**config.mk**
```make
export PLATFORM = sky130hd
export DESIGN_NAME = pc_unit_flat
export DESIGN_NICKNAME = d
export VERILOG_FILES = /design/src/rtl/pc_unit_if.sv /design/src/rtl/pc_unit.sv /design/src/flat_wrapper.sv
export SDC_FILE = /design/constraint.sdc
export NUM_CORES = 1
export LEC_CHECK = 0
export CORE_MARGIN = 2
export CORE_UTILIZATION = 30
export DETAILED_ROUTE_END_ITERATION = 8
export PLACE_DENSITY = 0.52
export RECOVER_POWER = 25
export SKIP_LAST_GASP = 1
export SYNTH_ARGS = -nofsm -noshare
export SYNTH_HDL_FRONTEND = slang
export SYNTH_SLANG_ARGS = --single-unit
export TNS_END_PERCENT = 50
```
**constraint.sdc**
```tcl
create_clock -name clk -period 3 [get_ports clk]
set_clock_uncertainty 0.2 [all_clocks]
set_input_delay 0.45 -clock clk [delete_from_list [all_inputs] [get_ports clk]]
set_output_delay 0.45 -clock clk [all_outputs]
set_load 0.05 [all_outputs]
```
**src/rtl/pc_unit_if.sv**
```systemverilog
// Fetch-PC bus between the control unit and the PC unit.
// The master drives the next-PC controls; the slave returns the PC state.
interface pc_unit_if #(
    parameter int DATA_WIDTH = 32,
    parameter int CNT_WIDTH  = 32
);
    logic                  stall;
    logic [1:0]            PCsrc;
    logic [DATA_WIDTH-1:0] ImmOp;
    logic [DATA_WIDTH-1:0] rs1;
    logic                  ras_push;
    logic                  ras_pop;
    logic [DATA_WIDTH-1:0] pc;
    logic [DATA_WIDTH-1:0] pcplus4;
    logic [CNT_WIDTH-1:0]  count;
    logic [DATA_WIDTH-1:0] ras_top;
    logic                  ras_empty;
    logic                  ras_full;

    modport master (
        output stall, PCsrc, ImmOp, rs1, ras_push, ras_pop,
        input  pc, pcplus4, count, ras_top, ras_empty, ras_full
    );

    modport slave (
        input  stall, PCsrc, ImmOp, rs1, ras_push, ras_pop,
        output pc, pcplus4, count, ras_top, ras_empty, ras_full
    );
endinterface

```
**src/rtl/pc_unit.sv**
```systemverilog
// Fetch PC generator: next-PC mux, fetch counter and return-address stack.
// The RAS is a circular buffer whose oldest entry is overwritten on overflow.
module pc_unit #(
    parameter int                    DATA_WIDTH   = 32,
    parameter int                    CNT_WIDTH    = 32,
    parameter logic [DATA_WIDTH-1:0] RESET_VECTOR = '0,
    parameter int                    RAS_DEPTH    = 4
) (
    input logic        clk,
    input logic        rst,
    pc_unit_if.slave   bus
);
    localparam int PTR_W = $clog2(RAS_DEPTH);
    localparam int OCC_W = PTR_W + 1;
    localparam logic [OCC_W-1:0] OCC_MAX = OCC_W'(RAS_DEPTH);

    logic [DATA_WIDTH-1:0] pc_q, pc_d;
    logic [CNT_WIDTH-1:0]  cnt_q, cnt_d;
    logic [PTR_W-1:0]      tp_q, tp_d;
    logic [OCC_W-1:0]      occ_q, occ_d;
    logic [DATA_WIDTH-1:0] ras_q [RAS_DEPTH];
    logic [DATA_WIDTH-1:0] ras_d [RAS_DEPTH];
    logic [DATA_WIDTH-1:0] pcplus4;
    logic [DATA_WIDTH-1:0] jalr_sum;

    assign pcplus4  = pc_q + DATA_WIDTH'(4);
    assign jalr_sum = bus.rs1 + bus.ImmOp;

    // Next PC and fetch counter; everything holds while stalled.
    always_comb begin
        pc_d  = pc_q;
        cnt_d = cnt_q;
        if (!bus.stall) begin
            cnt_d = cnt_q + CNT_WIDTH'(1);
            unique case (bus.PCsrc)
                2'b00: pc_d = pcplus4;
                2'b01: pc_d = pc_q + bus.ImmOp;
                2'b10: pc_d = bus.ImmOp;
                2'b11: pc_d = {jalr_sum[DATA_WIDTH-1:1], 1'b0};
                default: pc_d = pcplus4;
            endcase
        end
    end

    // RAS update: push+pop on a non-empty stack replaces the top entry,
    // pop on an empty stack is ignored.
    always_comb begin
        tp_d  = tp_q;
        occ_d = occ_q;
        ras_d = ras_q;
        if (!bus.stall) begin
            if (bus.ras_push && bus.ras_pop && occ_q != '0) begin
                ras_d[tp_q] = pcplus4;
            end else if (bus.ras_push) begin
                tp_d        = tp_q + PTR_W'(1);
                ras_d[tp_d] = pcplus4;
                if (occ_q != OCC_MAX) begin
                    occ_d = occ_q + OCC_W'(1);
                end
            end else if (bus.ras_pop && occ_q != '0) begin
                tp_d  = tp_q - PTR_W'(1);
                occ_d = occ_q - OCC_W'(1);
            end
        end
    end

    // State registers with asynchronous active-low clear.
    always_ff @(posedge clk or negedge rst) begin
        if (!rst) begin
            pc_q  <= RESET_VECTOR;
            cnt_q <= '0;
            tp_q  <= '0;
            occ_q <= '0;
            for (int i = 0; i < RAS_DEPTH; i++) begin
                ras_q[i] <= '0;
            end
        end else begin
            pc_q  <= pc_d;
            cnt_q <= cnt_d;
            tp_q  <= tp_d;
            occ_q <= occ_d;
            for (int i = 0; i < RAS_DEPTH; i++) begin
                ras_q[i] <= ras_d[i];
            end
        end
    end

    assign bus.pc        = pc_q;
    assign bus.pcplus4   = pcplus4;
    assign bus.count     = cnt_q;
    assign bus.ras_empty = (occ_q == '0);
    assign bus.ras_full  = (occ_q == OCC_MAX);
    assign bus.ras_top   = (occ_q != '0) ? ras_q[tp_q] : '0;
endmodule

```
**src/flat_wrapper.sv**
```systemverilog
// flat-port wrapper written by rule: the top's interface ports become plain ports
module pc_unit_flat 
#(
    parameter int                    DATA_WIDTH   = 32,
    parameter int                    CNT_WIDTH    = 32,
    parameter logic [DATA_WIDTH-1:0] RESET_VECTOR = '0,
    parameter int                    RAS_DEPTH    = 4
)
  (clk, rst, bus_stall, bus_PCsrc, bus_ImmOp, bus_rs1, bus_ras_push, bus_ras_pop, bus_pc, bus_pcplus4, bus_count, bus_ras_top, bus_ras_empty, bus_ras_full);
  pc_unit_if #(.DATA_WIDTH(DATA_WIDTH), .CNT_WIDTH(CNT_WIDTH)) bus_i ();
  input logic clk;
  input logic rst;
  input wire logic [$bits(bus_i.stall)-1:0] bus_stall;
  input wire logic [$bits(bus_i.PCsrc)-1:0] bus_PCsrc;
  input wire logic [$bits(bus_i.ImmOp)-1:0] bus_ImmOp;
  input wire logic [$bits(bus_i.rs1)-1:0] bus_rs1;
  input wire logic [$bits(bus_i.ras_push)-1:0] bus_ras_push;
  input wire logic [$bits(bus_i.ras_pop)-1:0] bus_ras_pop;
  output wire logic [$bits(bus_i.pc)-1:0] bus_pc;
  output wire logic [$bits(bus_i.pcplus4)-1:0] bus_pcplus4;
  output wire logic [$bits(bus_i.count)-1:0] bus_count;
  output wire logic [$bits(bus_i.ras_top)-1:0] bus_ras_top;
  output wire logic [$bits(bus_i.ras_empty)-1:0] bus_ras_empty;
  output wire logic [$bits(bus_i.ras_full)-1:0] bus_ras_full;
  assign bus_i.stall = bus_stall;
  assign bus_i.PCsrc = bus_PCsrc;
  assign bus_i.ImmOp = bus_ImmOp;
  assign bus_i.rs1 = bus_rs1;
  assign bus_i.ras_push = bus_ras_push;
  assign bus_i.ras_pop = bus_ras_pop;
  assign bus_pc = bus_i.pc;
  assign bus_pcplus4 = bus_i.pcplus4;
  assign bus_count = bus_i.count;
  assign bus_ras_top = bus_i.ras_top;
  assign bus_ras_empty = bus_i.ras_empty;
  assign bus_ras_full = bus_i.ras_full;
  pc_unit #(.DATA_WIDTH(DATA_WIDTH), .CNT_WIDTH(CNT_WIDTH), .RESET_VECTOR(RESET_VECTOR), .RAS_DEPTH(RAS_DEPTH)) u_core (.clk(clk), .rst(rst), .bus(bus_i));
endmodule
```
After elaboration in Yosys (flattened, before gate mapping). Cells that the tools add are included.

Add/sub/neg operators: 8. $lt $le $gt $ge: 4. Equal/unequal tests: 6. Mux-type cells: 18. Bitwise operators: 4. Reduce and logical (&&, ||, !) cells: 13.

Operators with widths (count): $bwmux 128 (2); $mux 128 (2); $mux 32 (5); $demux 32 s2 (2); $pmux 32 s4 (1); $add 32x32->32 (2); $bmux 32 s2 (1); $add 32x1->32 const B (1); $add 32x3->32 const B (1); $mux 3 (3); $ge 3x3->1 const B (2); $lt 3x1->1 const B (2); $not 2->3 (2); $logic_and 1x1->1 (5); $eq 2x2->1 const B (2); $mux 2 (2); $reduce_and 4->1 (1); $reduce_bool 2->1 (2); $add 3x1->3 const B (1); $eq 3x3->1 const B (1); $logic_not 3->1 (1); $ne 3x3->1 const B (1); $reduce_and 3->1 (1); $reduce_bool 3->1 (1); other kinds (8) (9).

Register bits after elaboration: 197. Output and inout bits: 130. Logic and storage cells: 61.

Logic depth before layout (Yosys ltp). Gate-level depths: netlist (run 1).

Depth after elaboration: 9. Depth in mapped cells: 10.

Worst setup path after synthesis (run 1). No wires, ideal clock.

Path kind: register to register. From: register u_core.pc_q[4], in the netlist u_core.bus.pc[4]. To: register u_core.pc_q[13], in the netlist u_core.bus.pc[13]. Setup time: 0.125 ns. Data arrival time: 3.087 ns. Data required time: 2.675 ns. Slack: -0.412 ns. Stages on the path, launching flop included: 11. Path buffers: 2. Period minus slack after synthesis: 3.412 ns. Cell sequence: dfrtp_1 > clkbuf_1 > nand4_1 > nor2_1 > and2_0 > clkbuf_1 > nand3_1 > xor2_1 > inv_1 > mux4_2 > mux2_2.

Word-level cells in the longest chain between the ends: 2. Elaborated cells on any way between the ends: 3.

RTL lines: start: declaration (RTL line pc_unit.sv:17) `logic [DATA_WIDTH-1:0] pc_q, pc_d;`; start signal: assignment (RTL line pc_unit.sv:78) `pc_q <= pc_d;`; $add 32x3->32 (RTL line pc_unit.sv:26) `assign pcplus4 = pc_q + DATA_WIDTH'(4);`; via bus_pcplus4[13] (RTL line flat_wrapper.sv:20) `output wire logic [$bits(bus_i.pcplus4)-1:0] bus_pcplus4;`; $pmux 32 s4 (RTL line pc_unit.sv:35) `unique case (bus.PCsrc)`.

The timed path passes the listed nets, and every way through them passes these cells. A chain may end at the register's enable or synchronous reset.

Final worst setup path (run 1).
From: register u_core.pc_q[0], in the netlist u_core.bus.pc[0]. To: register u_core.pc_q[20], in the netlist u_core.bus.pc[20].

Word-level cells in the longest chain between the ends: 2. Elaborated cells on any way between the ends: 3.

RTL lines (RTL line): $add 32x32->32 or $add 32x3->32 (tied branches) (pc_unit.sv:37, pc_unit.sv:26); $pmux 32 s4 (*) (pc_unit.sv:35).

Every way passes the cells marked *; elsewhere a longest branch is shown, timed or not.

==> flow_metrics.py, run 1 <==
metrics = {
    "synth": {
        "syn-mean-instance-area_sq_um": 9.16,
        "postSynth.asyncResetShare_pct": 100,
        "synth_ff_type": "dfrtp_1",
        "ys_types": 85,
        "yosys.area.top_type": "dfrtp_1",
        "yosysWarningCount": 0,
        "synth_area_leaders": "dfrtp_1 37%, a21oi_1 7.3%, mux4_2 7.0%",
        "syn_nets": 1607,
        "syn_area_sq_um": 13400,
        "synthCells": 1466,
        "synth_top_area_share_pct": 36.7,
        "synth_edf_count": 0,
        "post-synth-top-count-cell": "dfrtp_1",
        "ys_seq_area_share_pct": 36.7,
        "synth_common_cells": "197 x dfrtp_1, 195 x a21oi_1, 187 x nor2_1",
        "synth-seq-cells": 197,
    },
    "job": {
        "cap_viol_max_count": 1,
    },
    "final_layout": {
        "nets": 2068,
        "seq_area_sq_um": 4950,
        "fin_cells": 2532,
        "multi_input_area_sq_um": 8520,
        "nFillCells": 4253,
        "final_layout_size_suffix_gt1_share_pct": 30.9,
        "n_antenna_cell": 0,
        "area_growth_pct": 49.0,
    },
    "critical_path": {
        "crit_slowest_cell": "mux4_2",
        "cp.arrival_ns": 3.20,
        "timing.critical_path.cells": "ha_4 > fa_2 > a21o_4 > a221oi_4 > or4_4 > buf_6 > nand2_4 > a21boi_2 > xnor2_1 > mux4_2 > mux2_4",
        "slowest_delay_ns": 0.46,
        "setup.worst_path.start_class": "flip-flop",
        "crit_path_end_kind": "flip-flop",
        "crit_type": "flip-flop to flip-flop",
        "r2r_setup_slack_ns": -0.05,
        "worstPathMaxFanout": 3,
        "required_ns": 3.14,
    },
    "timing": {
        "worstMarginPinSlew_ns": 2.02,
        "slew-limit-headroom_pct": -35.0,
        "setup_viol": 3,
        "rsz0062_at_grt": "true",
        "hold_viol": 0,
        "min_period_ns": 3.05,
        "final.period_utilization_pct": 102,
        "layout_setup_ws_ns": -0.0527,
        "maxSlewViolCount": 73,
        "fmax_mhz": 328,
    },
    "place": {
        "dp_cells": 2467,
        "port_buffers": 200,
        "pre_cts_slack_ns": -0.727,
        "dp_hpwl_um": 35900,
        "gp_congestion": 0.899,
    },
    "power_and_ir_drop": {
        "p_leak_nw": 8.77,
        "combPwrFrac_pct": 65.0,
        "intPower_mw": 10.9,
        "pwr-share-seq_pct": 22.5,
        "pwr-share-clk_pct": 12.5,
        "switching_share_pct": 45.0,
        "peakVddDrop_mv": 0.689,
        "p_per_area_nw_per_um2": 987,
        "switchingPower_mw": 8.90,
    },
    "drt": {
        "dr.max_layer_used": "met4",
        "wirelength_met1_um": 21600,
        "dr_wl_met2_um": 22400,
        "finalWirelength_um": 46500,
        "viasPerCell": 5.01,
        "final_antenna_net_count": 0,
        "num_vias": 12695,
        "first_iter_violations": 761,
        "drcViolationCount": 0,
        "dr.pass1.iters": 5,
        "wl_per_cell_um": 18.4,
        "wl_met3_um": 1640,
    },
    "cts": {
        "cts_tree": "yes",
        "clockBufferDepth": 2,
        "ctsRootBufferMaster": "clkbuf_16",
        "clkLatencyLatePin_ns": 0.45,
        "htree_num_levels": 4,
        "clk_pin_slew_worst_paths_ns": 0.09,
        "cts_buffers": 17,
        "clock-sinks": 197,
    },
    "floorplan": {
        "core_area_sq_um": 44200,
        "num_rows": 77,
        "die_x_um": 216,
        "die_y_um": 216,
        "die-area_sq_um": 46500,
        "ios": 201,
        "start_util_pct": 30.4,
    },
    "run_status": {
        "violations": "capacitance limit, slew limit, setup timing",
        "status": "finished, violations left",
    },
    "grt": {
        "grt_usage_pct": 20.0,
        "grt_first_pass_wirelength_um": 72600,
        "grt_max_degree": 76,
        "grt_pass1_vias": 12785,
        "grt_overflow": 0,
        "grt_antenna_before_repair": 0,
    },
    "worst_hold_path": {
        "hp-class": "flip-flop to flip-flop",
    },
}
-- through the flow --
step	hold WS, ns	setup TNS, ns	power, mW	cell area [sq um]	utilization, %
after floorplan	-0.0456	-0.316	11.4	13500	-
after global placement	0.260	-13.46	16.8	18500	41.9
after detailed placement	0.272	-14.05	17.0	18500	41.9
after CTS	0.280	-0.163	19.8	19600	44.3
after global routing	0.309	-1.88	20.9	20000	45.2
final	0.277	-0.0730	19.7	20000	45.2
-- flip-flops by register name, indices dropped and copies added (netlist names) --
name and count:
u_core.tp_q 2, u_core.bus.count 32, u_core.ras_q 128, u_core.occ_q 3, u_core.bus.pc 32
-- what timing repair did --
item,4_1_cts,5_1_grt
hold buffers,1,0
buffers inserted,20,13
endpoints found under the setup margin,38,40
resized for setup,69,68
gates cloned,0,0
endpoints found under the hold margin,71,0
pin swaps,32,30
-- area by class of cell --
type	count	share of cell area (%)
Sequential cell	197	24.7
Tap cell	592	3.70
Multi-Input combinational cell	1133	42.6
Inverter	57	1.07
Clock buffer	17	2.13
Clock inverter	15	1.01
Timing Repair Buffer	521	24.8
-- power by group through the flow --
stage          clock network, mW  registers (mW)  logic (mW)
6_report                    2.47            4.45        12.8
5_1_grt                     2.65            4.59        13.7
4_1_cts                     2.54            4.44        12.8
3_5_place_dp                   0            4.50        12.5
3_3_place_gp                   0            4.44        12.4
2_1_floorplan                  0            4.86        6.56
-- placed cells by master, fill, tap and decap left out, types with 7 or more instances in the layout --
master | netlist | routed
a211oi_1 | 13 | 10
o21bai_1 | 7 | 7
nor3_1 | 19 | 14
xnor2_1 | 63 | 59
mux2i_1 | 11 | 11
clkbuf_16 | 0 | 17
dfrtp_1 | 197 | 182
ha_1 | 67 | 55
dfrtp_2 | 0 | 15
nand2b_1 | 12 | 11
inv_2 | 0 | 7
and3_1 | 19 | 17
nor2_1 | 187 | 180
nand3_1 | 42 | 35
a21oi_1 | 195 | 188
inv_1 | 57 | 50
mux2_2 | 22 | 20
dlymetal6s2s_1 | 0 | 11
xor2_1 | 40 | 32
mux4_2 | 42 | 42
nand2_1 | 116 | 113
or3_1 | 7 | 7
buf_4 | 2 | 306
o21ai_0 | 39 | 38
o21a_1 | 12 | 12
nor2b_1 | 39 | 39
o211ai_1 | 10 | 10
buf_12 | 0 | 48
ha_4 | 0 | 11
dlygate4sd2_1 | 0 | 9
nand4_1 | 25 | 25
clkdlybuf4s50_1 | 0 | 118
a31oi_1 | 14 | 13
buf_6 | 1 | 24
a21o_1 | 26 | 25
xor2_2 | 0 | 7
-- layer usage --
metal  global-route usage, %  vias up
li1                        -     6201
met1                    27.8     6145
met2                    33.0      300
met3                    2.20       49
met4                    5.59        0
met5                       0        -
-- critical path: cells and delay by family (launching register included) --
family / cells / cell delay, ns
xor+xnor: 1 / 0.08
mux: 2 / 0.73
compound gates: 3 / 0.61
buf+inv: 1 / 0.10
simple gates: 2 / 0.27
flops: 1 / 0.43
fa+ha+maj: 2 / 0.52
-- kinds of logic after synthesis --
kind of cell,count (synthesis),synth area share (%)
AND/OR/NAND/NOR,492,17.1
multiplexers,75,9.71
flip-flops,197,36.7
buffers and inverters,136,4.51
XOR/XNOR,103,6.72
AO/OA/AOI/OAI,393,18.6
adder cells (fa/ha/maj),70,6.69
-- worst paths after layout --
path	startpoint	to	cells after the start
worst max-delay path	u_core.bus.pc[0]	u_core.bus.pc[20]	11
worst min-delay path	u_core.bus.count[31]	u_core.bus.count[31]	1
worst max register to register	u_core.bus.pc[0]	u_core.bus.pc[20]	11
worst min register to register	u_core.bus.count[31]	u_core.bus.count[31]	1
max in group asynchronous	rst	u_core.tp_q[0]	2
min in group asynchronous	rst	u_core.ras_q[19]	2
Note: power is estimated with default switching activity, not from simulation.
==> run 2, diff against run 1 <==
Settings changed: CTS_BUF_LIST set to sky130_fd_sc_hd__clkbuf_8.
==> flow_metrics.py, run 2 (same netlist as run 1, synthesis figures left out) <==
metrics = {
    "run_status": {
        "status": "finished, violations left",
        "violations": "setup timing",
    },
    "drt": {
        "final_antenna_net_count": 0,
        "drcViolationCount": 0,
        "num_vias": 12665,
        "dr.pass1.iters": 5,
        "finalWirelength_um": 46300,
        "first_iter_violations": 793,
        "wl_per_cell_um": 18.2,
        "viasPerCell": 4.98,
    },
    "place": {
        "dp_cells": 2467,
        "gp_congestion": 0.899,
        "dp_hpwl_um": 35900,
        "pre_cts_slack_ns": -0.727,
        "port_buffers": 200,
    },
    "cts": {
        "clkLatencyLatePin_ns": 0.50,
        "ctsRootBufferMaster": "clkbuf_8",
        "cts_buffers": 17,
        "clock-sinks": 197,
        "clk_pin_slew_worst_paths_ns": 0.12,
        "clockBufferDepth": 2,
        "htree_num_levels": 4,
        "cts_tree": "yes",
    },
    "final_layout": {
        "nets": 2078,
        "nFillCells": 4261,
        "final_common_cell": "buf_4",
        "mostFrequentLayoutCells": "312 x buf_4, 189 x a21oi_1, 182 x dfrtp_1",
        "area_growth_pct": 48.9,
        "largest_reg_flops": 128,
        "fin_cells": 2543,
        "top_register": "u_core.ras_q",
        "final_layout_size_suffix_gt1_share_pct": 31.7,
        "final_util_pct": 45.2,
    },
    "grt": {
        "grt_max_degree": 76,
        "grt_first_pass_wirelength_um": 72400,
        "grt_usage_pct": 19.9,
        "grt_pass1_vias": 12824,
        "grt_overflow": 0,
        "grt_antenna_before_repair": 0,
    },
    "critical_path": {
        "setup.worst_path.start_class": "input pin",
        "crit_type": "input pin to flip-flop",
        "cp.arrival_ns": 3.35,
        "crit_path_end_kind": "flip-flop",
        "worstPathMaxFanout": 3,
        "required_ns": 3.23,
    },
    "worst_hold_path": {
        "hp-class": "input pin to flip-flop",
    },
    "floorplan": {
        "die_x_um": 216,
        "die-area_sq_um": 46500,
        "num_rows": 77,
        "ios": 201,
        "core_area_sq_um": 44200,
        "start_util_pct": 30.4,
        "die_y_um": 216,
    },
    "timing": {
        "final.period_utilization_pct": 104,
        "fin_tns_setup_ns": -0.399,
        "worstMarginPinSlew_ns": 0.757,
        "min_period_ns": 3.12,
        "rsz0062_at_grt": "true",
        "maxSlewViolCount": 0,
        "fmax_mhz": 320,
        "hold_viol": 0,
        "layout_setup_ws_ns": -0.120,
        "slew-limit-headroom_pct": 49.2,
        "setup_viol": 9,
    },
    "power_and_ir_drop": {
        "p_per_area_nw_per_um2": 965,
        "p_leak_nw": 8.75,
        "peakVddDrop_mv": 0.688,
    },
    "job": {
        "cap_viol_max_count": 0,
    },
}
-- run 2: cell count changes in the layout (fill, tap and decap cells not counted), sizes merged --
cell | before | now
dlymetal6s2s | 11 | 10
diode | 0 | 1
clkdlybuf4s50 | 118 | 127
buf | 379 | 391
clkbuf | 20 | 18
dlygate4sd2 | 9 | 1
-- run 2: final cells by class --
cell class	count	area, sq um	share of cell area (%)
multi-input cells	1133	8540	42.7
repair buffers	531	5100	25.5
flip-flops and latches	197	4950	24.8
well taps	592	741	3.71
clock buffers	17	234	1.17
inverters	57	214	1.07
clock inverters	15	201	1.01
diodes	1	2.50	0.0125
-- run 2: metrics by stage --
stage	power (mW)	cell area (sq um)	hold WS (ns)
after floorplan	11.4	13500	-0.0456
after global placement	16.8	18500	0.260
after detailed placement	17.0	18500	0.272
after CTS	19.2	19400	0.198
after global routing	20.4	20000	0.214
final	19.3	20000	0.230
-- run 2: worst max-delay path, stage by stage --
cell and delay (ns):
clkdlybuf4s50_1 0.43, buf_4 0.16, ha_4 0.27, and3_4 0.19, a221oi_4 0.07, or4_4 0.59, a2111oi_4 0.35, buf_4 0.20
nor3_2 0.06, xor2_1 0.16, a221o_1 0.30, a2bb2oi_2 0.11
-- run 2: timing repair --
item,4_1_cts,5_1_grt
pin swaps,26,31
endpoints found under the hold margin,71,0
gates resized for setup,60,84
hold buffers,1,0
setup buffers,27,17
setup endpoints to repair,41,65
gates cloned,0,0
-- run 2: routing by layer --
layer	track usage, %	vias to the layer above	share of wire, %
li1	-	6214	-
met1	27.4	6105	46
met2	33.2	296	48
met3	2.41	50	3.7
met4	5.59	0	2.0
met5	0	-	0
-- run 2: final timing paths --
path,start,endpoint,slack [ns],cells after the start
worst max-delay path,bus_ImmOp[4],u_core.bus.pc[28],-0.12,12
worst max register to register,u_core.bus.pc[5],u_core.bus.pc[28],-0.12,11
min in group asynchronous,rst,u_core.ras_q[51],0.33,2
worst min-delay path,bus_ImmOp[0],u_core.bus.pc[0],0.23,4
worst min register to register,u_core.bus.count[31],u_core.bus.count[31],0.28,1
max in group asynchronous,rst,u_core.bus.count[16],1.40,4
-- run 2: where the power goes --
| group | internal [mW] | switching [mW] | total [mW] |
|---|---|---|---|
| sequential | 3.70 | 0.740 | 4.44 |
| clock | 0.728 | 1.19 | 1.92 |
| combinational | 6.01 | 6.92 | 12.9 |
| total | 10.4 | 8.85 | 19.3 |
==> run 3, diff against run 2 <==
Settings changed: CORE_MARGIN 2 to unset.
==> flow_metrics.py, run 3 (same netlist as run 1, synthesis figures left out) <==
metrics = {
    "critical_path": {
        "startpoint": "u_core.bus.pc[5]",
        "crit_slowest_cell": "or4_4",
        "reg2reg_from": "u_core.bus.pc[5]",
        "cp.arrival_ns": 3.40,
        "slowest_delay_ns": 0.60,
        "crit_type": "flip-flop to flip-flop",
        "required_ns": 3.25,
        "timing.critical_path.cells": "buf_4 > ha_4 > and3_4 > a221oi_4 > or4_4 > a2111oi_4 > buf_4 > nor3_2 > xor2_1 > a221o_1 > a2bb2oi_2",
        "crit_path_end_kind": "flip-flop",
        "setup.worst_path.start_class": "flip-flop",
        "cp_common_cell": "buf_4",
        "worstPathMaxFanout": 4,
    },
    "cts": {
        "clock-sinks": 197,
        "htree_num_levels": 4,
        "ctsRootBufferMaster": "clkbuf_8",
        "cts_tree": "yes",
        "clkLatencyLatePin_ns": 0.52,
        "clk_pin_slew_worst_paths_ns": 0.13,
        "clockBufferDepth": 2,
        "cts_buffers": 17,
    },
    "timing": {
        "maxSlewViolCount": 69,
        "slew-limit-headroom_pct": -24.1,
        "final.period_utilization_pct": 105,
        "rsz0062_at_grt": "true",
        "worstMarginPinSlew_ns": 1.86,
        "min_period_ns": 3.15,
        "setup_viol": 17,
        "fmax_mhz": 318,
        "layout_setup_ws_ns": -0.149,
        "hold_viol": 0,
        "whs_ns": 0.261,
    },
    "final_layout": {
        "mostFrequentLayoutCells": "335 x buf_4, 186 x a21oi_1, 182 x nor2_1, 182 x dfrtp_1, 132 x clkdlybuf4s50_1",
        "nets": 2091,
        "area_growth_pct": 48.7,
        "n_antenna_cell": 0,
        "final_common_cell": "buf_4",
        "design_area_sq_um": 20000,
        "largest_reg_flops": 128,
        "final_util_pct": 45.1,
        "final_layout_size_suffix_gt1_share_pct": 32.2,
        "top_register": "u_core.ras_q",
    },
    "grt": {
        "grt_usage_pct": 20.6,
        "grt_pass1_vias": 12950,
        "grt_antenna_before_repair": 0,
        "grt_max_degree": 69,
        "grt_overflow": 0,
        "grt_first_pass_wirelength_um": 71700,
    },
    "place": {
        "place_area_sq_um": 18600,
        "dp_hpwl_um": 36500,
        "port_buffers": 200,
        "gp_congestion": 0.909,
        "pre_cts_slack_ns": -0.703,
    },
    "job": {
        "cap_viol_max_count": 1,
    },
    "floorplan": {
        "core_area_sq_um": 44200,
        "die-area_sq_um": 45600,
        "ios": 201,
        "start_util_pct": 30.4,
        "num_rows": 77,
        "die_x_um": 214,
        "die_y_um": 214,
    },
    "worst_hold_path": {
        "hold_start": "bus_PCsrc[0]",
        "hp-class": "input pin to flip-flop",
    },
    "power_and_ir_drop": {
        "power_mw": 19.3,
        "peakVddDrop_mv": 0.584,
        "p_leak_nw": 8.70,
        "p_per_area_nw_per_um2": 968,
    },
    "drt": {
        "dr.pass1.iters": 7,
        "final_antenna_net_count": 0,
        "wl_per_cell_um": 18.1,
        "first_iter_violations": 750,
        "viasPerCell": 4.98,
        "num_vias": 12728,
        "finalWirelength_um": 46400,
        "drcViolationCount": 2,
    },
    "run_status": {
        "status": "finished, violations left",
        "violations": "DRC, capacitance limit, slew limit, setup timing",
    },
}
## run 3: cell count changes in the layout (fill, tap and decap cells not counted), moves of 3 or more
cell and delta:
buf_4 +23, buf_12 -6, clkdlybuf4s50_1 +5, dlymetal6s2s_1 -5, a21oi_2 +4, buf_8 -4, a21oi_1 -3, inv_12 +3
nand3_2 +3
## run 3: metrics by stage
stage,setup TNS (ns),std cells
after floorplan,-0.316,1466
after global placement,-13.45,2477
after detailed placement,-13.98,2477
after CTS,-1.58,2545
after global routing,-10.07,2555
final,-0.790,2555
## run 3: worst paths after layout
check | end | slack (ns) | cells after the start
max | u_core.bus.pc[28] | -0.15 | 11
min | u_core.bus.pc[16] | 0.26 | 4
max reg2reg | u_core.bus.pc[28] | -0.15 | 11
min reg2reg | u_core.bus.count[31] | 0.29 | 1
max in group asynchronous | u_core.bus.pc[2] | 0.25 | 3
min in group asynchronous | u_core.ras_q[17] | 0.78 | 2
## run 3: routing by layer
layer  GRT usage, %  up-vias  wire [um]
met1           27.9     6228      21500
met3           2.49       46       1520
li1               -     6211          -
met5              0        -          0
met4           5.71        0        828
met2           34.5      243      22500
## run 3: repair_timing
item | 4_1_cts | 5_1_grt
hold buffers | 1 | 0
hold endpoints to repair | 65 | 0
gates resized for setup | 62 | 71
buffers inserted | 35 | 11
setup endpoints to repair | 38 | 50
pin swaps | 22 | 43
## run 3: final cells by class
class,instances,area (sq um)
Clock buffer,17,234
Sequential cell,197,4950
Fill cell,4292,24300
Inverter,57,214
Tap cell,592,741
Multi-Input combinational cell,1133,8540
Timing Repair Buffer,544,5070
Clock inverter,15,211
## run 3: report_power, final
part / switching, mW / internal [mW]
registers: 0.704 / 3.70
clock network: 1.23 / 0.675
logic: 6.99 / 6.02
total: 8.92 / 10.4
## run 3: worst max-delay path, delay by kind of cell (launching register included)
| family | cells | cell delay [ns] |
|---|---|---|
| flops | 1 | 0.43 |
| buf+inv | 2 | 0.34 |
| xor+xnor | 1 | 0.16 |
| simple gates | 3 | 0.84 |
| fa+ha+maj | 1 | 0.26 |
| compound gates | 4 | 0.87 |
==> RTL edit 1 (flow settings as in run 1) <==
Make the reset (`rst`) synchronous in one clocked block. Comments in the files are not updated.
--- a/src/rtl/pc_unit.sv
+++ b/src/rtl/pc_unit.sv
@@ -65,7 +65,7 @@
     end
 
     // State registers with asynchronous active-low clear.
-    always_ff @(posedge clk or negedge rst) begin
+    always_ff @(posedge clk) begin
         if (!rst) begin
             pc_q  <= RESET_VECTOR;
             cnt_q <= '0;
Formal check against the unedited RTL: differs if rst is asserted again (counterexample within 4 cycles, from zero or initial values and one cycle with rst low); with rst held inactive, the same outputs for 4 cycles.
==> RTL edit 1 against run 1 <==
Non-clock buffer count decreased by 14; routed wire length is 1.0% higher; design area decreased by 1.7%; synthesized cell count is 5.7% higher; sequential cell count is the same; largest cell class unchanged; worst setup slack improved by 54 ps; synthesized area decreased by 0.27%; worst hold slack lost 150 ps; critical path depth fell by 2; die area fell by 0.26%.
Power is not compared: it rests on default switching activity, and its combinational part moved more than twofold at a synthesized area within 25%.
==> RTL edit 1: results (changes against run 1) <==
.. list-table::
   :header-rows: 1

   * - Metric
     - Value
   * - Area contributors post-synth
     - sky130_fd_sc_hd__dfxtp_1, sky130_fd_sc_hd__o211a_1, sky130_fd_sc_hd__mux4_2
   * - Count of mapped cells out of synthesis
     - 1,549 (+5.7%)
   * - Worst slew pin tran
     - 1029 ps (-996.1 ps)
   * - Routed vias/inst
     - 5.101 (+1.7%)
   * - Dpl cells
     - 2,517 (+2.0%)
   * - Routability congestion estimate from global placement
     - 0.9427 (+4.9%)
   * - Class of the tightest hold or removal check
     - in -> reg
   * - Reg2reg path depth
     - 13 (+2)
   * - Cell with the largest stage delay on the worst path
     - sky130_fd_sc_hd__dfxtp_2
   * - Async set-reset flop share out of synthesis
     - 0% (-100 points)
   * - Critical path's largest stage delay
     - 330 ps (-130 ps)
   * - Synth Area in Adders
     - 6.710% (+0.018 points)
   * - Vias in the first global route
     - 13.09k (+2.4%)
   * - Largest fanout of any net on the critical path
     - 7 (+4)
   * - HPWL Detailed
     - 35.95 mm (about the same)
   * - Post-CTS resize count
     - 50 (-28%)
   * - Arrival time worst endpoint
     - 2350 ps (-850 ps)
   * - Cell depth of the worst hold path
     - 2 (+1)
   * - Net count after synthesis
     - 1,690 (+5.2%)
   * - Status
     - finished clean
   * - NumNets Final
     - 2,120 (+2.5%)
   * - Largest net degree at the start of global routing
     - 187 (+150%)
   * - Clock transition at the registers of the reported paths
     - 70 ps (-20 ps)
   * - Register area share after synthesis
     - 29.46% (-7.3 points)
   * - Synth Area in XOR/XNOR
     - 6.869% (+0.15 points)
   * - Largest delay share family, worst path
     - simple AND/OR/NAND/NOR gates
   * - Fraction of final layout cells with drive strength greater than 1
     - 28.84% (-2.1 points)
## RTL edit 1: through the flow
stage               TNS, ps  power, W  hold WS, ps  area [um^2]
finish                    0  0.008637        129.0        19660
global route          -3146  0.009079        105.6        19660
CTS                   -1120  0.008576        109.4        19170
detailed placement   -12570  0.006130        260.4        18190
global placement     -12080  0.006117        249.4        18190
floorplan            -147.3  0.004773        240.3        13440
## RTL edit 1: final cells by class
class / instances / area, um^2
timing repair buffer: 507 / 4649
clock buffer: 22 / 464.2
fill: 4313 / 24460
multi-input combinational: 1202 / 9505
tap: 592 / 740.7
clock inverter: 8 / 123.9
inverter: 54 / 202.7
sequential: 197 / 3976
## RTL edit 1: layer usage
layer	vias up	track usage, %	routed length, um
li1	6450	-	-
met1	6372	26.69	21680
met5	-	0	0
met4	0	5.103	836
met3	43	2.675	2064
met2	305	33.43	22400
## RTL edit 1: final timing paths
path | slack (ps) | startpoint | to
max reg2reg | 100 | u_core.bus.pc[2]$_SDFFE_PN0N_ | u_core.bus.pc[21]$_SDFFE_PN0N_
max | 1 | u_core.bus.pc[2]$_SDFFE_PN0N_ | bus_pcplus4[28]
min | 130 | rst | u_core.bus.pc[18]$_SDFFE_PN0N_
min reg2reg | 270 | u_core.ras_q[65]$_SDFFE_PN0P_ | u_core.ras_q[65]$_SDFFE_PN0P_
## RTL edit 1: worst reg2reg max path: cells and delay by family (launching register included)
family,cells,cell delay (ps)
AO/OA/AOI/OAI,6,1020
multiplexers,1,460
buffers and inverters,3,440
flip-flops,1,320
adder cells (fa/ha/maj),1,170
XOR/XNOR,1,130
AND/OR/NAND/NOR,1,70
## RTL edit 1: where the power goes
group / switching, W / internal, W / total [W]
Sequential: 0.000134 / 0.00278 / 0.00291
Clock: 0.00102 / 0.00135 / 0.00237
Combinational: 0.00183 / 0.00153 / 0.00336
==> RTL edit 2 (flow settings as in run 1) <==
Made on the original files. `DATA_WIDTH` is set to 32 in 3 places; all go to 16.
--- a/src/rtl/pc_unit_if.sv
+++ b/src/rtl/pc_unit_if.sv
@@ -1,7 +1,7 @@
 // Fetch-PC bus between the control unit and the PC unit.
 // The master drives the next-PC controls; the slave returns the PC state.
 interface pc_unit_if #(
-    parameter int DATA_WIDTH = 32,
+    parameter int DATA_WIDTH = 16,
     parameter int CNT_WIDTH  = 32
 );
     logic                  stall;
--- a/src/rtl/pc_unit.sv
+++ b/src/rtl/pc_unit.sv
@@ -1,7 +1,7 @@
 // Fetch PC generator: next-PC mux, fetch counter and return-address stack.
 // The RAS is a circular buffer whose oldest entry is overwritten on overflow.
 module pc_unit #(
-    parameter int                    DATA_WIDTH   = 32,
+    parameter int                    DATA_WIDTH   = 16,
     parameter int                    CNT_WIDTH    = 32,
     parameter logic [DATA_WIDTH-1:0] RESET_VECTOR = '0,
     parameter int                    RAS_DEPTH    = 4
--- a/src/flat_wrapper.sv
+++ b/src/flat_wrapper.sv
@@ -1,7 +1,7 @@
 // flat-port wrapper written by rule: the top's interface ports become plain ports
 module pc_unit_flat 
 #(
-    parameter int                    DATA_WIDTH   = 32,
+    parameter int                    DATA_WIDTH   = 16,
     parameter int                    CNT_WIDTH    = 32,
     parameter logic [DATA_WIDTH-1:0] RESET_VECTOR = '0,
     parameter int                    RAS_DEPTH    = 4
Interface: changed (5 resized); port bits go from 201 to 121. No check against the original RTL was run, so the function may have changed too.
==> RTL edit 2 against run 1 <==
Global-route usage down 3.8 points; design area down 50%; power down 48%; synthesized area down 45%; die area down 45%; clock power down 18%; worst setup slack better by 110 ps; sequential share of layout area up 4.4 points; utilization down 3.7 points; worst hold slack worse by 5.0 ps; routed wire length down 56%; sequential cell count down 80.
==> RTL edit 2: results (changes against run 1) <==
.. list-table::
   :header-rows: 1

   * - Metric
     - Value
   * - Status
     - finished clean
   * - Number of buffers created by CTS
     - 17 (unchanged)
   * - Number of different library cells in the post-synthesis netlist
     - 69 (-19%)
   * - NumNets Final
     - 1,000 (-52%)
   * - Critical path's largest stage delay
     - 480 ps (+20 ps)
   * - Fraction of final layout cells with drive strength greater than 1
     - 23.93% (-7.0 points)
   * - Mux cell area share after synthesis
     - 12.08% (+2.4 points)
   * - Synth Area in Adders
     - 6.783% (+0.090 points)
   * - Overall routed net length
     - 20.30 mm (-56%)
   * - Final hold violation count
     - 0 (unchanged)
   * - H-tree lvl count
     - 4 (unchanged)
   * - Inserted Diodes
     - 0 (unchanged)
   * - Clock transition at the registers of the reported paths
     - 60 ps (-30 ps)
   * - CTS Root Buffer Type
     - sky130_fd_sc_hd__clkbuf_16
   * - Largest net degree at the start of global routing
     - 52 (-32%)
   * - Arrival time worst endpoint
     - 3050 ps (-150 ps)
   * - Largest fanout of any net on the critical path
     - 4 (+1)
   * - Async set-reset flop share out of synthesis
     - 100.0% (unchanged)
   * - Net count after synthesis
     - 803 (-50%)
   * - Share of the synthesized area in compound gates (AO/OA/AOI/OAI)
     - 14.31% (-4.3 points)
   * - Class of the tightest hold or removal check
     - reg -> reg
   * - Leak Pwr
     - 4.370 nW (-50%)
   * - Max reg flops
     - 64 (-50%)
   * - Setup bufs post-CTS
     - 0 (-100%)
   * - Number of optimization iterations in the first detailed-route pass
     - 4 (-1)
   * - HPWL Detailed
     - 15.39 mm (-57%)
   * - Violation count after the first detailed-routing iteration
     - 315 (-59%)
   * - Warnings, synthesis
     - 0 (unchanged)
   * - Routability congestion estimate from global placement
     - 0.8186 (-8.9%)
   * - CTS Buffer Depth
     - 2 (unchanged)
   * - Largest delay share family, worst path
     - multiplexers
   * - Synth Area in XOR/XNOR
     - 7.993% (+1.3 points)
   * - Via count
     - 6,025 (-53%)
   * - Fillers
     - 2,421 (-43%)
   * - Largest voltage drop on the vdd net
     - 0.4556 mV (-34%)
   * - Worst slew margin
     - 23.07% (+58 points)
   * - Register area share after synthesis
     - 39.88% (+3.2 points)
   * - Wire length of the first global-routing pass
     - 33.09 mm (-54%)
   * - Later-pin clock latency in the skew report
     - 410 ps (-40 ps)
   * - Number of antenna violations at the first check in global routing
     - 0 (unchanged)
   * - Area contributors post-synth
     - sky130_fd_sc_hd__dfrtp_1, sky130_fd_sc_hd__mux4_2, sky130_fd_sc_hd__ha_1
   * - Vias in the first global route
     - 6,101 (-52%)
   * - List of most frequent post-synthesis cells
     - sky130_fd_sc_hd__dfrtp_1, sky130_fd_sc_hd__a21oi_1, sky130_fd_sc_hd__nor2_1
   * - GRT Overall Usage
     - 16.20% (-3.8 points)
   * - Register name with the most flops
     - u_core.ras_q
   * - Cell with the largest stage delay on the worst path
     - sky130_fd_sc_hd__clkdlybuf4s50_1
   * - Count of buffers inserted at the top-level ports
     - 120 (-40%)
## RTL edit 2: cells by family after synthesis
| kind of cell | count (synthesis) |
|---|---|
| AND/OR/NAND/NOR | 226 |
| AO/OA/AOI/OAI | 163 |
| flip-flops | 117 |
| XOR/XNOR | 67 |
| buffers and inverters | 58 |
| multiplexers | 57 |
| adder cells (fa/ha/maj) | 38 |
## RTL edit 2: worst paths after layout
check / start / end / slack, ps / cells after the start
worst max-delay path: bus_ImmOp[0] / u_core.bus.pc[10]$_DFFE_PN0N_ / 60 / 10
worst min register to register: u_core.bus.count[31]$_DFFE_PN0N_ / u_core.bus.count[31]$_DFFE_PN0N_ / 270 / 1
max in group asynchronous: rst / u_core.ras_q[6]$_DFFE_PN0P_ / 600 / 3
min in group asynchronous: rst / u_core.bus.count[16]$_DFFE_PN0N_ / 600 / 2
worst min-delay path: u_core.bus.count[31]$_DFFE_PN0N_ / u_core.bus.count[31]$_DFFE_PN0N_ / 270 / 1
worst max register to register: u_core.bus.pc[0]$_DFFE_PN0P_ / u_core.bus.pc[10]$_DFFE_PN0N_ / 190 / 9
## RTL edit 2: layout make-up
class | instances | area share, %
Clock inverter | 14 | 1.507
Timing Repair Buffer | 208 | 18.31
Tap cell | 324 | 4.036
Clock buffer | 18 | 4.373
Inverter | 28 | 1.046
Multi-Input combinational cell | 551 | 41.55
Sequential cell | 117 | 29.18
## RTL edit 2: worst register-to-register path, delay by kind of cell (launching register included)
kind,cells,cell delay (ps)
xor+xnor,1,60
simple gates,1,140
flops,1,390
fa+ha+maj,2,650
compound gates,3,520
mux,2,720
## RTL edit 2: where the power goes
| group | internal [W] | switching [W] |
|---|---|---|
| registers | 0.00216 | 0.000455 |
| logic | 0.00233 | 0.00332 |
| clock network | 0.00125 | 0.000779 |
## RTL edit 2: metrics by stage
step | setup TNS (ps) | cell area (um^2) | setup slack (ps) | cells
global route | -115.0 | 10040 | -48.69 | 1260
CTS | 0 | 10050 | 4.934 | 1260
floorplan | -23.85 | 7350 | -19.14 | 726
detailed placement | -1760 | 9448 | -402.7 | 1227
finish | 0 | 10040 | 55.00 | 1260
global placement | -1561 | 9448 | -368.6 | 1227
## RTL edit 2: what timing repair did
item,CTS,global route
hold buffers,1,0
endpoints found under the setup margin,0,5
gates resized for setup,0,4
endpoints found under the hold margin,44,0
## RTL edit 2: routing by layer
| metal | vias to the layer above | part of all wire (%) | global-route usage (%) | wire (um) |
|---|---|---|---|---|
| met5 | - | 0 | 0 | 0 |
| met4 | 0 | 1.6 | 4.709 | 333 |
| met3 | 21 | 3.0 | 2.479 | 600 |
| met2 | 110 | 47 | 26.41 | 9579 |
| met1 | 2881 | 48 | 22.38 | 9785 |
| li1 | 3013 | - | - | - |
